### src/rtl/spi_shift_engine.sv
// SPI master shift engine: frames one word per accept using divider ticks,
// all four CPOL/CPHA modes, MSB first, system-clock domain only.
module spi_shift_engine #(
  parameter int DATA_WIDTH = 8
) (
  input  logic                  clk,
  input  logic                  rst,
  input  logic                  div_clk_in,
  input  logic                  cpol,
  input  logic                  cpha,
  input  logic [DATA_WIDTH-1:0] tx_data,
  input  logic                  tx_valid,
  output logic                  tx_ready,
  output logic [DATA_WIDTH-1:0] rx_data,
  output logic                  rx_valid,
  output logic                  busy,
  output logic                  sclk,
  output logic                  mosi,
  input  logic                  miso,
  output logic                  cs_n
);

  localparam int CW = $clog2(2 * DATA_WIDTH);
  localparam logic [CW-1:0] LAST = CW'(2 * DATA_WIDTH - 1);
  localparam logic [CW-1:0] LAST_SHIFT = CW'(2 * DATA_WIDTH - 3);

  typedef enum logic [1:0] {
    IDLE,
    SETUP,
    XFER,
    HOLD
  } state_t;

  state_t state_q, state_d;

  logic                  div_q;
  logic                  tick;
  logic                  cpol_q;
  logic                  cpha_q;
  logic                  sclk_q;
  logic                  mosi_q;
  logic                  cs_n_q;
  logic                  rx_valid_q;
  logic [CW-1:0]         edge_q;
  logic [DATA_WIDTH-1:0] tx_sr;
  logic [DATA_WIDTH-1:0] rx_sr;
  logic [DATA_WIDTH-1:0] rx_data_q;
  logic                  accept;
  logic                  lead;
  logic                  in_xfer;
  logic                  do_sample;
  logic                  do_shift;

  assign tick    = div_clk_in ^ div_q;
  assign accept  = tx_valid && (state_q == IDLE);
  assign lead    = ~edge_q[0];
  assign in_xfer = (state_q == XFER) && tick;

  // cpha=1 holds the MSB through the first leading edge
  assign do_sample = in_xfer && (lead ^ cpha_q);
  assign do_shift  = in_xfer && (cpha_q ? (lead && edge_q != '0)
                                        : (!lead && edge_q <= LAST_SHIFT));

  assign tx_ready = (state_q == IDLE);
  assign busy     = (state_q != IDLE);
  assign sclk     = sclk_q;
  assign mosi     = mosi_q;
  assign cs_n     = cs_n_q;
  assign rx_data  = rx_data_q;
  assign rx_valid = rx_valid_q;

  always_comb begin
    state_d = state_q;
    unique case (state_q)
      IDLE:  if (accept) state_d = SETUP;
      SETUP: if (tick) state_d = XFER;
      XFER:  if (tick && edge_q == LAST) state_d = HOLD;
      HOLD:  if (tick) state_d = IDLE;
      default: state_d = IDLE;
    endcase
  end

  always_ff @(posedge clk) begin
    div_q <= div_clk_in;
    if (rst) begin
      state_q    <= IDLE;
      cpol_q     <= 1'b0;
      cpha_q     <= 1'b0;
      sclk_q     <= 1'b0;
      mosi_q     <= 1'b0;
      cs_n_q     <= 1'b1;
      rx_valid_q <= 1'b0;
      rx_data_q  <= '0;
      edge_q     <= '0;
      tx_sr      <= '0;
      rx_sr      <= '0;
    end else begin
      state_q    <= state_d;
      rx_valid_q <= 1'b0;
      unique case (state_q)
        IDLE: begin
          sclk_q <= cpol_q;
          if (accept) begin
            tx_sr  <= tx_data;
            cpol_q <= cpol;
            cpha_q <= cpha;
            sclk_q <= cpol;
            edge_q <= '0;
            cs_n_q <= 1'b0;
            mosi_q <= tx_data[DATA_WIDTH-1];
          end
        end
        XFER: begin
          if (tick) begin
            sclk_q <= ~sclk_q;
            edge_q <= edge_q + 1'b1;
          end
        end
        HOLD: begin
          if (tick) begin
            cs_n_q     <= 1'b1;
            rx_data_q  <= rx_sr;
            rx_valid_q <= 1'b1;
          end
        end
        default: ;
      endcase
      if (do_sample) rx_sr <= {rx_sr[DATA_WIDTH-2:0], miso};
      if (do_shift) begin
        tx_sr  <= tx_sr << 1;
        mosi_q <= tx_sr[DATA_WIDTH-2];
      end
    end
  end

endmodule
### config.mk
export PLATFORM = sky130hd
export DESIGN_NAME = spi_shift_engine
export DESIGN_NICKNAME = d
export VERILOG_FILES = /design/src/rtl/spi_shift_engine.sv
export SDC_FILE = /design/constraint.sdc
export NUM_CORES = 1
export LEC_CHECK = 0
export CORE_UTILIZATION = 49
export CTS_CLUSTER_SIZE = 14
export DETAILED_ROUTE_END_ITERATION = 10
export PLACE_DENSITY = 0.8
export SLEW_MARGIN = 40
export SYNTH_ARGS = -nofsm -noshare
export SYNTH_HDL_FRONTEND = slang
export SYNTH_SLANG_ARGS = --single-unit
### constraint.sdc
create_clock -name clk -period 3.65 [get_ports clk]
set_input_delay 0.73 -clock clk [delete_from_list [all_inputs] [get_ports clk]]
set_output_delay 0.73 -clock clk [all_outputs]
set_load 0.1 [all_outputs]
==> metrics.yaml <==
layout:
  area_growth_pct: 18.57
  final_cells: 252
  final_area_um2: 1989
  fin_nets: 230
  antenna_cells: 0
  drive_above_1_share: 0.1442
  fill_cells: 289
  utilization: 0.6310
sta:
  setup_tns_ps: 0
  max_slew_margin: 0.5095
  worst_pin_slew_ps: 733.5
  setup_viol: 0
  finalCritPeriodShare: 0.6333
  max_clock_freq_ghz: 0.4326
  drv_slew: 0
  skew_ps: 9.584
  rsz0062_at_grt: "no"
  hold_violations: 0
  fin_crit_ps: 2311
synth:
  synth_warnings: 0
  netlist_top_cells_count: "dfxtp_1, mux2i_1, nand2_1"
  synthTopCellsByArea: "dfxtp_1, mux2i_1, ha_1, a21oi_1, nand2_1"
  async_flop_share: 0
  synth_most_common_cell: "dfxtp_1"
  ys_seq_area_frac: 0.4295
  synthFlopType: "dfxtp_1"
  yosysTopAreaCellShare: 0.4295
  syn_area_um2: 1678
  synthCells: 181
  synth_edf_count: 0
  syn_avg_cell_area_um2: 9.270
  synth_top_area_cell: "dfxtp_1"
  synth_nets: 204
  ys_types: 34
  ys_ff_latch: 36
job:
  maxCapViolCount: 0
worst_setup_path:
  critPathRequiredTime_ps: 2920
  critPathMaxFanout: 9
  crit_start: "state_q[1]"
  worstSetupPathType: "flop to output pin"
  cp-start-kind: "flop"
  worst_r2r_startpoint: "state_q[1]"
  crit_arrival_ps: 1580
  cp-end-kind: "output pin"
placement:
  dpl.hpwl_um: 2484
  io_buffers: 28
  postPlaceCellArea_um2: 1909
  gp_congestion: 0.8754
  placedCellCount: 244
status:
  run_status: "complete, no violations"
clock_tree:
  cts_tree: "yes"
  holdBufCountCts: 0
  post_cts_resized: 0
  insertion_delay_ps: 340
  numCtsBuffers: 5
  clkTransAtPathRegs_ps: 120
  clk_path_buf_depth: 2
  h-tree-depth: 2
  cts_sinks: 36
  post_cts_buffers: 0
  clock-root-buffer: "clkbuf_4"
routing:
  vias: 1380
  drt_iter0_markers: 77
  drc_errors: 0
  ant_nets: 0
  firstDrtPassIters: 4
  avgRoutedWirePerCell_um: 13.58
  routed_via_density: 5.476
  wirelength_um: 3423
floorplanning:
  die_area_um2: 3662
  fp-row-count: 20
  die_y_um: 60.52
  coreArea_um2: 3153
  io_pins: 29
  start_util: 0.5321
  die_w_um: 60.52
global_route:
  grt_max_degree: 21
  grt_first_pass_wirelength_um: 5664
  gr-total-overflow: 0
  grtUsageTotal: 0.2121
  grt_pass1_vias: 1303
  antenna_found_initial: 0
power_and_ir_drop:
  swShare: 0.4339
  switching_power_w: 0.0005742
  combPwrFrac: 0.429
  cellInternalPower_w: 0.0007490
  p_per_area_nw_per_um2: 665.2
  ir_drop_uv: 378.1
  seqPwrFrac: 0.356
  power_w: 0.001323
  clock_power_share: 0.214
  power.static_leakage_nw: 0.8487
min_path:
  min_from: "rx_data[7]"
  hp-class: "flop to flop"
flip-flops by register name, indices dropped and copies added, names as in the netlist:
signal / count
rx_sr: 8
state_q: 2
tx_sr: 7
rx_valid: 1
mosi: 1
cpha_q: 1
div_q: 1
cs_n: 1
sclk: 1
rx_data: 8
edge_q: 4
cpol_q: 1
through the flow:
| step | worst slack [ps] | hold slack (ps) |
|---|---|---|
| floorplan | 1014 | 433.8 |
| CTS | 1329 | 463.8 |
| finish | 1339 | 462.9 |
| global placement | 1143 | 441.4 |
| detailed placement | 1105 | 447.2 |
| global route | 1253 | 476.9 |
final cells by class:
| cell class | count | area (um^2) | area share |
|---|---|---|---|
| Clock inverter | 3 | 42.54 | 0.02138 |
| Tap cell | 44 | 55.05 | 0.02767 |
| Inverter | 6 | 22.52 | 0.01132 |
| Sequential cell | 36 | 720.7 | 0.3623 |
| Multi-Input combinational cell | 129 | 888.4 | 0.4465 |
| Timing Repair Buffer | 29 | 222.7 | 0.1119 |
| Clock buffer | 5 | 37.54 | 0.01887 |
cells in the final DEF, fill, tap and decap left out, drive strengths merged, types with 2 or more instances in the layout:
cell type      netlist  final
a211oi               7      7
a21oi               15     15
buf                  5     15
clkbuf               5      5
clkdlybuf4s50        0     14
dfxtp               36     36
ha                   8      8
inv                  6      6
mux2i               20     20
nand2               20     20
nand2b               8      8
nand3               13     13
nand4                2      2
nor2                11     11
nor3                 7      7
o21bai               2      2
kinds of logic (layout without fill, tap and decap cells):
family                     count (synthesis)  count (layout)  synth area share
buffers and inverters                     16              43           0.04102
AOI/OAI and AO/OA                         32              32            0.1253
xor gates and xnor gates                   2               2           0.01492
muxes                                     21              21            0.1260
DFF                                       36              36            0.4295
and+or+nand+nor                           66              66            0.2036
adders and majority gates                  8               8           0.05966
worst max-delay path: stages (launching register included):
cell and delay, ps:
dfxtp_1 420, inv_1 110, ha_1 320, inv_1 100, buf_4 290
metal layers:
| layer | global-route usage | vias up | share of wire |
|---|---|---|---|
| li1 | - | 686 | - |
| met1 | 0.2556 | 642 | 0.47 |
| met2 | 0.3454 | 47 | 0.46 |
| met3 | 0.07249 | 5 | 0.061 |
| met4 | 0.09091 | 0 | 0.012 |
| met5 | 0 | - | 0 |
power by group through the flow:
stage               logic [W]  clock network (W)  registers (W)
floorplan            0.000404                  0       0.000541
global placement     0.000560                  0       0.000476
detailed placement   0.000564                  0       0.000479
CTS                  0.000568           0.000287       0.000471
global route         0.000611           0.000307       0.000477
finish               0.000568           0.000284       0.000472
path summary, 6_finish.rpt:
check        cells past startpoint         end  slack (ps)
max                              4        busy        1340
min                              2  rx_data[7]         460
max reg2reg                      5    tx_sr[4]        1780
min reg2reg                      2  rx_data[7]         460
Power figures use the tool's default switching activity.
